==> src/rtl/cpm_pkg.sv <==
// Shared CPM packet types and field widths.
// Imported by the arbiter, its stream interface and the testbench.
package cpm_pkg;

  localparam int CPM_ID_W      = 4;
  localparam int CPM_OPC_W     = 4;
  localparam int CPM_PAYLOAD_W = 16;

  typedef struct packed {
    logic [CPM_ID_W-1:0]      id;
    logic [CPM_OPC_W-1:0]     opcode;
    logic [CPM_PAYLOAD_W-1:0] payload;
  } cpm_pkt_t;

endpackage

==> src/rtl/cpm_in_arbiter_if.sv <==
// CPM input stream: valid/ready handshake plus packet fields.
// The master drives the packet; the slave returns ready.
interface cpm_stream_if #(
  parameter int SRC_W = 2
);
  import cpm_pkg::*;

  logic                     out_valid;
  logic                     out_ready;
  logic [CPM_ID_W-1:0]      out_id;
  logic [CPM_OPC_W-1:0]     out_opcode;
  logic [CPM_PAYLOAD_W-1:0] out_payload;
  logic [SRC_W-1:0]         out_src;

  modport master (
    output out_valid,
    output out_id,
    output out_opcode,
    output out_payload,
    output out_src,
    input  out_ready
  );

  modport slave (
    input  out_valid,
    input  out_id,
    input  out_opcode,
    input  out_payload,
    input  out_src,
    output out_ready
  );

endinterface

==> src/rtl/cpm_in_arbiter_rr_picker.sv <==
// Round-robin priority select: first eligible port at or
// after ptr, wrapping. Purely combinational.
module cpm_rr_picker #(
  parameter int N = 4,
  parameter int W = 2
) (
  input  logic [N-1:0] eligible,
  input  logic [W-1:0] ptr,
  output logic [N-1:0] grant,
  output logic [W-1:0] idx,
  output logic         any
);

  logic [W-1:0] p;

  always_comb begin
    grant = '0;
    idx   = '0;
    any   = 1'b0;
    p     = '0;
    for (int k = 0; k < N; k++) begin
      p = W'((int'(ptr) + k) % N);
      if (!any && eligible[p]) begin
        any      = 1'b1;
        grant[p] = 1'b1;
        idx      = p;
      end
    end
  end

endmodule

==> src/rtl/cpm_in_arbiter.sv <==
// N-port round-robin arbiter feeding one registered CPM
// input stream; counts accepted packets per port.
module cpm_in_arbiter
  import cpm_pkg::*;
#(
  parameter int NUM_PORTS = 4,
  parameter int CNT_W     = 16
) (
  input  logic                               clk,
  input  logic                               rst_n,
  input  logic [NUM_PORTS-1:0]               req_valid,
  output logic [NUM_PORTS-1:0]               req_ready,
  input  logic [NUM_PORTS*CPM_ID_W-1:0]      req_id,
  input  logic [NUM_PORTS*CPM_OPC_W-1:0]     req_opcode,
  input  logic [NUM_PORTS*CPM_PAYLOAD_W-1:0] req_payload,
  input  logic [NUM_PORTS-1:0]               port_en,
  cpm_stream_if.master                       cpm,
  output logic [NUM_PORTS*CNT_W-1:0]         acc_cnt
);

  localparam int SRC_W =
    (NUM_PORTS > 1) ? $clog2(NUM_PORTS) : 1;

  logic [NUM_PORTS-1:0] eligible;
  logic [NUM_PORTS-1:0] grant;
  logic [SRC_W-1:0]     g;
  logic [SRC_W-1:0]     rr_ptr;
  logic                 any;
  logic                 can_load;
  logic                 accept;
  logic                 valid_q;
  logic [SRC_W-1:0]     src_q;
  cpm_pkt_t             pkt_q;
  cpm_pkt_t             sel;
  logic [CNT_W-1:0]     cnt [NUM_PORTS];

  assign eligible = req_valid & port_en;
  assign can_load = !valid_q || cpm.out_ready;

  cpm_rr_picker #(
    .N (NUM_PORTS),
    .W (SRC_W)
  ) u_picker (
    .eligible (eligible),
    .ptr      (rr_ptr),
    .grant    (grant),
    .idx      (g),
    .any      (any)
  );

  // rst_n gate keeps ready low for the whole reset window
  assign req_ready = (rst_n && can_load && any) ?
                     grant : '0;
  assign accept    = |(req_ready & req_valid);

  always_comb begin
    sel.id      = req_id[g*CPM_ID_W +: CPM_ID_W];
    sel.opcode  = req_opcode[g*CPM_OPC_W +: CPM_OPC_W];
    sel.payload =
      req_payload[g*CPM_PAYLOAD_W +: CPM_PAYLOAD_W];
  end

  always_ff @(posedge clk or negedge rst_n) begin
    if (!rst_n) begin
      valid_q <= 1'b0;
      pkt_q   <= '0;
      src_q   <= '0;
      rr_ptr  <= '0;
    end else if (accept) begin
      valid_q <= 1'b1;
      pkt_q   <= sel;
      src_q   <= g;
      rr_ptr  <= (g == SRC_W'(NUM_PORTS - 1)) ?
                 '0 : g + 1'b1;
    end else if (cpm.out_ready) begin
      valid_q <= 1'b0;
    end
  end

  always_ff @(posedge clk or negedge rst_n) begin
    if (!rst_n) begin
      for (int i = 0; i < NUM_PORTS; i++)
        cnt[i] <= '0;
    end else begin
      for (int i = 0; i < NUM_PORTS; i++)
        if (accept && g == SRC_W'(i))
          cnt[i] <= cnt[i] + 1'b1;
    end
  end

  for (genvar i = 0; i < NUM_PORTS; i++) begin : g_cnt
    assign acc_cnt[i*CNT_W +: CNT_W] = cnt[i];
  end

  assign cpm.out_valid   = valid_q;
  assign cpm.out_id      = pkt_q.id;
  assign cpm.out_opcode  = pkt_q.opcode;
  assign cpm.out_payload = pkt_q.payload;
  assign cpm.out_src     = src_q;

endmodule
==> src/flat_wrapper.sv <==
// flat-port wrapper written by rule: the top's interface ports become plain ports
module cpm_in_arbiter_flat import cpm_pkg::*;
#(
  parameter int NUM_PORTS = 4,
  parameter int CNT_W     = 16
)
  (clk, rst_n, req_valid, req_ready, req_id, req_opcode, req_payload, port_en, acc_cnt, cpm_out_valid, cpm_out_id, cpm_out_opcode, cpm_out_payload, cpm_out_src, cpm_out_ready);
  cpm_stream_if cpm_i ();
  input  logic clk;
  input  logic rst_n;
  input  logic [NUM_PORTS-1:0] req_valid;
  output logic [NUM_PORTS-1:0] req_ready;
  input  logic [NUM_PORTS*CPM_ID_W-1:0] req_id;
  input  logic [NUM_PORTS*CPM_OPC_W-1:0] req_opcode;
  input  logic [NUM_PORTS*CPM_PAYLOAD_W-1:0] req_payload;
  input  logic [NUM_PORTS-1:0] port_en;
  output logic [NUM_PORTS*CNT_W-1:0] acc_cnt;
  output wire logic [$bits(cpm_i.out_valid)-1:0] cpm_out_valid;
  output wire logic [$bits(cpm_i.out_id)-1:0] cpm_out_id;
  output wire logic [$bits(cpm_i.out_opcode)-1:0] cpm_out_opcode;
  output wire logic [$bits(cpm_i.out_payload)-1:0] cpm_out_payload;
  output wire logic [$bits(cpm_i.out_src)-1:0] cpm_out_src;
  input wire logic [$bits(cpm_i.out_ready)-1:0] cpm_out_ready;
  assign cpm_out_valid = cpm_i.out_valid;
  assign cpm_out_id = cpm_i.out_id;
  assign cpm_out_opcode = cpm_i.out_opcode;
  assign cpm_out_payload = cpm_i.out_payload;
  assign cpm_out_src = cpm_i.out_src;
  assign cpm_i.out_ready = cpm_out_ready;
  cpm_in_arbiter #(.NUM_PORTS(NUM_PORTS), .CNT_W(CNT_W)) u_core (.clk(clk), .rst_n(rst_n), .req_valid(req_valid), .req_ready(req_ready), .req_id(req_id), .req_opcode(req_opcode), .req_payload(req_payload), .port_en(port_en), .cpm(cpm_i), .acc_cnt(acc_cnt));
endmodule
==> config.mk <==
export PLATFORM = sky130hd
export DESIGN_NAME = cpm_in_arbiter_flat
export DESIGN_NICKNAME = d
export VERILOG_FILES = /design/src/rtl/cpm_pkg.sv /design/src/rtl/cpm_in_arbiter_if.sv /design/src/rtl/cpm_in_arbiter_rr_picker.sv /design/src/rtl/cpm_in_arbiter.sv /design/src/flat_wrapper.sv
export SDC_FILE = /design/constraint.sdc
export NUM_CORES = 1
export LEC_CHECK = 0
export CAP_MARGIN = 40
export CORE_ASPECT_RATIO = 0.8
export CORE_MARGIN = 10
export CORE_UTILIZATION = 30
export DETAILED_ROUTE_END_ITERATION = 6
export DONT_BUFFER_PORTS = 1
export SLEW_MARGIN = 15
export SYNTH_ARGS = -nofsm -noshare
export SYNTH_HDL_FRONTEND = slang
export SYNTH_SLANG_ARGS = --single-unit
==> constraint.sdc <==
create_clock -name clk -period 12.3 [get_ports clk]
set_clock_uncertainty 0.2 [all_clocks]
set_input_delay 2.46 -clock clk [delete_from_list [all_inputs] [get_ports clk]]
set_output_delay 2.46 -clock clk [all_outputs]
set_load 0.05 [all_outputs]
* After elaboration in Yosys (flattened, before gate mapping) *
Index checks and enable logic that the tools add are counted.

storage, ports and cells
  memories = 0
  bits in writable memories = 0
  word-level logic and storage cells = 90
  input port bits = 107
  output and inout bits = 95
  flip-flop bits (word level) = 93
  latch bits = 0
  bits in read-only memories = 0

operators by class
  bitwise gates (word level) = 5
  reductions and logical operators = 21
  add/subtract/negate cells = 8
  div/mod/pow operators = 0
  shifts and indexed selects = 3
  order comparisons = 8
  multiply operators = 0
  equal/unequal tests = 3
  muxes and demuxes = 32

operators with widths
  kind                     number
  $add A16 B1 Y16 const B  4
  $shiftx A64 B7 Y16       1
  $shiftx A16 B5 Y4        2
  $mux W4                  5
  $mux W1                  14
  $logic_and A1 B1 Y1      13
  $lt A2 B3 Y1 const B     4
  $or A4 B4 Y4             3
  $mux W2                  5
  $and A4 B4 Y4            2
  $bmux W1 S2              4
  $demux W1 S2             4
  $ge A2 B1 Y1 const B     4
  $add A2 B1 Y2 const B    2
  $add A2 B2 Y2 const B    2
  $eq A2 B2 Y1 const B     2
  $logic_not A1 Y1         4
  $reduce_or A4 Y1         1
  $eq A2 B1 Y1 const B     1
  $logic_not A2 Y1         1
  $reduce_bool A2 Y1       1
  $logic_or A1 B1 Y1       1

* Logic depth before layout (Yosys ltp) *
  depth after elaboration = 18
  depth in mapped cells = 18
  mapped depth without buffers = 13

* Hierarchy *
Synthesis repeated with hierarchy kept, for this count alone.

second synthesis, totals
  cells, all modules = 476
  area total of the unflattened synthesis = 5187.5 um2

by module, submodules not included
  module          times used  cells an instance  area an instance (um2)  seq. area each (um2)
  cpm_in_arbiter  1           431                4768.3                  2327.2
  cpm_rr_picker   1           45                 419.2                   0.0

* Least setup slack after synthesis *
Ideal clock, no wire load.

  path kind = input -> output
  from = input port req_valid[0]
  to = output port req_ready[2]
  data arrival time = 3874 ps
  stages on the path = 5
  data required time = 9640 ps
  buffers on the path = 0
  setup slack = 5766 ps
  cell sequence = nand2_1 -> or3b_1 -> a211o_1 -> a21boi_1 -> o31a_1

between the ends
  longest elaborated chain between the ends = 15
  elaborated cells between the ends (all ways) = 28
  those cells by class = mux (17); bitwise (4); reduce/logical (7)

RTL lines
  element                        line                            RTL
  from (decl)                    flat_wrapper.sv:11              input logic [NUM_PORTS-1:0] req_valid;
  $and A4 B4 Y4 (*)              cpm_in_arbiter.sv:37            assign eligible = req_valid & port_en;
  $bmux W1 S2                    cpm_in_arbiter_rr_picker.sv:23  if (!any && eligible[p]) begin
  $mux W1 (implied by the code)  cpm_in_arbiter_rr_picker.sv:23
  $mux W1                        cpm_in_arbiter_rr_picker.sv:23
  $logic_not A1 Y1               cpm_in_arbiter_rr_picker.sv:23
  $logic_and A1 B1 Y1            cpm_in_arbiter_rr_picker.sv:23
  $mux W1                        cpm_in_arbiter_rr_picker.sv:23
  $logic_not A1 Y1               cpm_in_arbiter_rr_picker.sv:23
  $logic_and A1 B1 Y1            cpm_in_arbiter_rr_picker.sv:23
  $mux W1                        cpm_in_arbiter_rr_picker.sv:23
  $logic_not A1 Y1               cpm_in_arbiter_rr_picker.sv:23
  $logic_and A1 B1 Y1            cpm_in_arbiter_rr_picker.sv:23
  $mux W1                        cpm_in_arbiter_rr_picker.sv:23
  $logic_and A1 B1 Y1            cpm_in_arbiter.sv:52            assign req_ready = (rst_n && can_load && any) ?
  $mux W4 (*)                    cpm_in_arbiter.sv:52
  to (decl)                      flat_wrapper.sv:12              output logic [NUM_PORTS-1:0] req_ready;

Every way passes the cells marked *; elsewhere a longest branch is shown, timed or not. The select of a mux whose other input is x is not followed.

* Worst setup path in the final report *
  from = input port req_valid[2]
  to = output port req_ready[3]

Same word-level chain as after synthesis.

==> results.sh <==
export IMPL_worstMarginPinSlew_ns=0.811
export IMPL_core_area_sq_um=18100
export IMPL_drive_gt1_share_pct=16.1
export IMPL_critPathRequiredTime_ns=9.64
export IMPL_p_leak_nw=2.81
export IMPL_preCtsSetupSlack_ns=5.58
export IMPL_setup_violations_final=0
export IMPL_p_int_mw=0.732
export IMPL_io_pins=202
export IMPL_grt_overflow_total=0
export IMPL_routed_wl_um=15100
export IMPL_slew_limit_headroom_pct=45.9
export IMPL_combPwrFrac_pct=35.1
export IMPL_dp_cells=717
export IMPL_post_cts_setup_buffers=0
export IMPL_portBuffers=0
export IMPL_use_met2_pct=20.8
export IMPL_insertedDiodeCount=0
export IMPL_critPathKind="in -> out"
export IMPL_drc=0
export IMPL_outcome="finished clean"
export IMPL_cts_root_buffer="clkbuf_16"
export IMPL_area_growth_pct=8.96
export IMPL_start_util_pct=30.5
export IMPL_yosysWarnings=0
export IMPL_critPathMaxFanout=8
export IMPL_antenna_found_initial=0
export IMPL_hold_violations=0
export IMPL_min_period_ns=6.81
export IMPL_clockBufferDepth=2
export IMPL_p_switching_mw=0.667
export IMPL_track_usage_pct=12.1
export IMPL_dp_hpwl_um=11400
export IMPL_nNetsFinal=622
export IMPL_cp_arrival_ns=4.15
export IMPL_clk_pin_slew_worst_paths_ns=0.06
export IMPL_rows=44
export IMPL_grt_pass1_vias=4098
export IMPL_use_met1_pct=13.3
export IMPL_fmax_ghz=0.147
export IMPL_fin_crit_sh_pct=55.4
export IMPL_die_w_um=172
export IMPL_grt_setup_unrepaired="false"
export IMPL_ys_ff_latch=93
export IMPL_finalSetupTns_ns=0
export IMPL_final_common_cell="dfrtp_1"
export IMPL_die_h_um=141
export IMPL_grt_start_max_net_pins=95
export IMPL_final_cells=734
export IMPL_synth_cells=510
export IMPL_ys_seq_area_share_pct=42.1
export IMPL_clkPwrFrac_pct=20.2
export IMPL_drt_iter0_markers=238
export IMPL_holdPathStages=2
export IMPL_syn_nets=633
export IMPL_grt_pass1_wl_um=23600
export IMPL_cts_sink_count=93
export IMPL_postCtsResizedCells=0
export IMPL_cts_buffers=9
export IMPL_antenna_left=0
export IMPL_vias_per_cell=5.35
export IMPL_power_frac_seq_pct=44.7
export IMPL_vdd_drop_max_v=0.0000770
export IMPL_slew_violations=0
export IMPL_start_kind="input pin"
export IMPL_clk_latency_ns=0.34
export IMPL_p_per_area_nw_per_um2=232
export IMPL_hold_buffers=0
export IMPL_grtUsageMet3_pct=5.46
export IMPL_netlist_area_sq_um=5530
export IMPL_firstDrtPassIters=5
export IMPL_cts_tree="done"
export IMPL_wire_per_inst_um=20.6
export IMPL_syn_area_per_cell_sq_um=10.8
export IMPL_p_sw_share_pct=47.7
export IMPL_ff2ff_path_depth=12
export IMPL_yosys_cell_types_count=54
export IMPL_min_path_type="reg -> reg"
export IMPL_routabilityCongestion=0.871
export IMPL_busiest_layer="met2"
export IMPL_die_area_sq_um=24300
export IMPL_htree_levels=3
export IMPL_num_vias=3928
export IMPL_cp_end_kind="output port"
export IMPL_fin_ws_ns=5.49
export IMPL_drv_cap=0
export IMPL_final_cell_mix="93 x dfrtp_1, 48 x mux2i_1, 44 x nand2_1, 41 x xnor2_1, 28 x nand3_1"
-- cell type report --
class / count / area (sq um)
clock buffer: 10 / 229
clock inverter: 6 / 70.1
fill: 1803 / 12100
inverter: 5 / 18.8
multi-input combinational: 385 / 3020
sequential: 93 / 2330
tap: 230 / 288
timing repair buffer: 5 / 77.6
-- per-layer routing --
layer  wire length (um)  vias up
met4                158        0
met2               7340      166
met3               1670       19
met5                  0        -
met1               5960     1916
li1                   -     1827
-- Yosys cell counts, drive strengths merged --
library cell | count | area share [%]
a211o | 1 | 0.16
a21boi | 3 | 0.41
a21oi | 7 | 0.70
a22o | 1 | 0.16
a31oi | 1 | 0.11
a32o | 3 | 0.54
and2 | 9 | 1.1
and3 | 25 | 2.8
and4 | 8 | 1.3
and4bb | 1 | 0.23
buf | 24 | 3.2
clkbuf | 3 | 0.20
dfrtp | 93 | 42
ha | 16 | 3.6
inv | 5 | 0.34
mux2 | 28 | 5.7
mux2i | 48 | 8.7
mux4 | 1 | 0.41
nand2 | 45 | 3.1
nand2b | 1 | 0.11
nand3 | 28 | 2.5
nand4 | 22 | 2.6
nand4b | 3 | 0.48
nand4bb | 1 | 0.20
nor2 | 10 | 0.68
nor2b | 1 | 0.11
nor3 | 11 | 1.7
nor3b | 3 | 0.68
nor4b | 2 | 0.54
o2111ai | 1 | 0.16
o211ai | 1 | 0.14
o21ai | 30 | 3.7
o22ai | 1 | 0.11
o311ai | 3 | 0.48
o31a | 4 | 0.63
o31ai | 3 | 0.41
or2 | 1 | 0.11
or3 | 1 | 0.11
or3b | 1 | 0.16
xnor2 | 41 | 6.5
xor2 | 19 | 3.0
-- power groups by stage --
stage	clock, mW	sequential (mW)	combinational (mW)
2_1_floorplan	0	0.598	0.422
5_1_grt	0.308	0.635	0.549
6_report	0.283	0.625	0.492
3_5_place_dp	0	0.635	0.490
4_1_cts	0.296	0.628	0.490
3_3_place_gp	0	0.632	0.455
-- worst paths after layout --
| kind | from | endpoint | slack [ns] |
|---|---|---|---|
| worst max register to register | u_core.rr_ptr[0]$_DFFE_PN0P_ | u_core.acc_cnt[37]$_DFFE_PN0P_ | 7.95 |
| min in group asynchronous | rst_n | u_core.acc_cnt[10]$_DFFE_PN0P_ | 1.60 |
| max in group asynchronous | rst_n | u_core.rr_ptr[1]$_DFFE_PN0P_ | 10.13 |
| worst min register to register | u_core.cpm.out_payload[11]$_DFFE_PN0P_ | u_core.cpm.out_payload[11]$_DFFE_PN0P_ | 0.58 |
| worst min-delay path | u_core.cpm.out_payload[11]$_DFFE_PN0P_ | u_core.cpm.out_payload[11]$_DFFE_PN0P_ | 0.58 |
| worst max-delay path | req_valid[2] | req_ready[3] | 5.49 |
-- worst max-delay path: stages --
cell,delay (ns)
nand2_2,0.09
or3b_1,0.37
a211o_1,0.37
a21oi_1,0.32
o31a_1,0.54
-- flip-flops by register name, indices dropped and copies added, names as in the netlist --
register / cells
u_core.cpm.out_valid: 1
u_core.cpm.out_src: 2
u_core.cpm.out_payload: 16
u_core.rr_ptr: 2
u_core.cpm.out_id: 4
u_core.cpm.out_opcode: 4
u_core.acc_cnt: 64
-- metrics by stage --
step           utilization (%)  cell area, sq um  hold slack, ns  power (mW)
2_1_floorplan                -              5530           0.541        1.02
3_3_place_gp              31.3              5670           0.579        1.09
3_5_place_dp              31.5              5700           0.581        1.12
4_1_cts                   33.1              6000           0.591        1.41
5_1_grt                   33.3              6030           0.610        1.49
6_report                  33.3              6030           0.580        1.40
-- cells by family (layout without fill, tap and decap cells) --
family,count (synthesis),in the layout,share of synthesized area (%)
adder cells (fa/ha/maj),16,16,3.62
buffers and inverters,32,26,3.75
AO/OA/AOI/OAI,59,59,7.74
multiplexers,77,77,14.8
flip-flops,93,93,42.1
XOR/XNOR,60,60,9.50
AND/OR/NAND/NOR,173,173,18.5
Note: power is estimated with default switching activity, not from simulation.
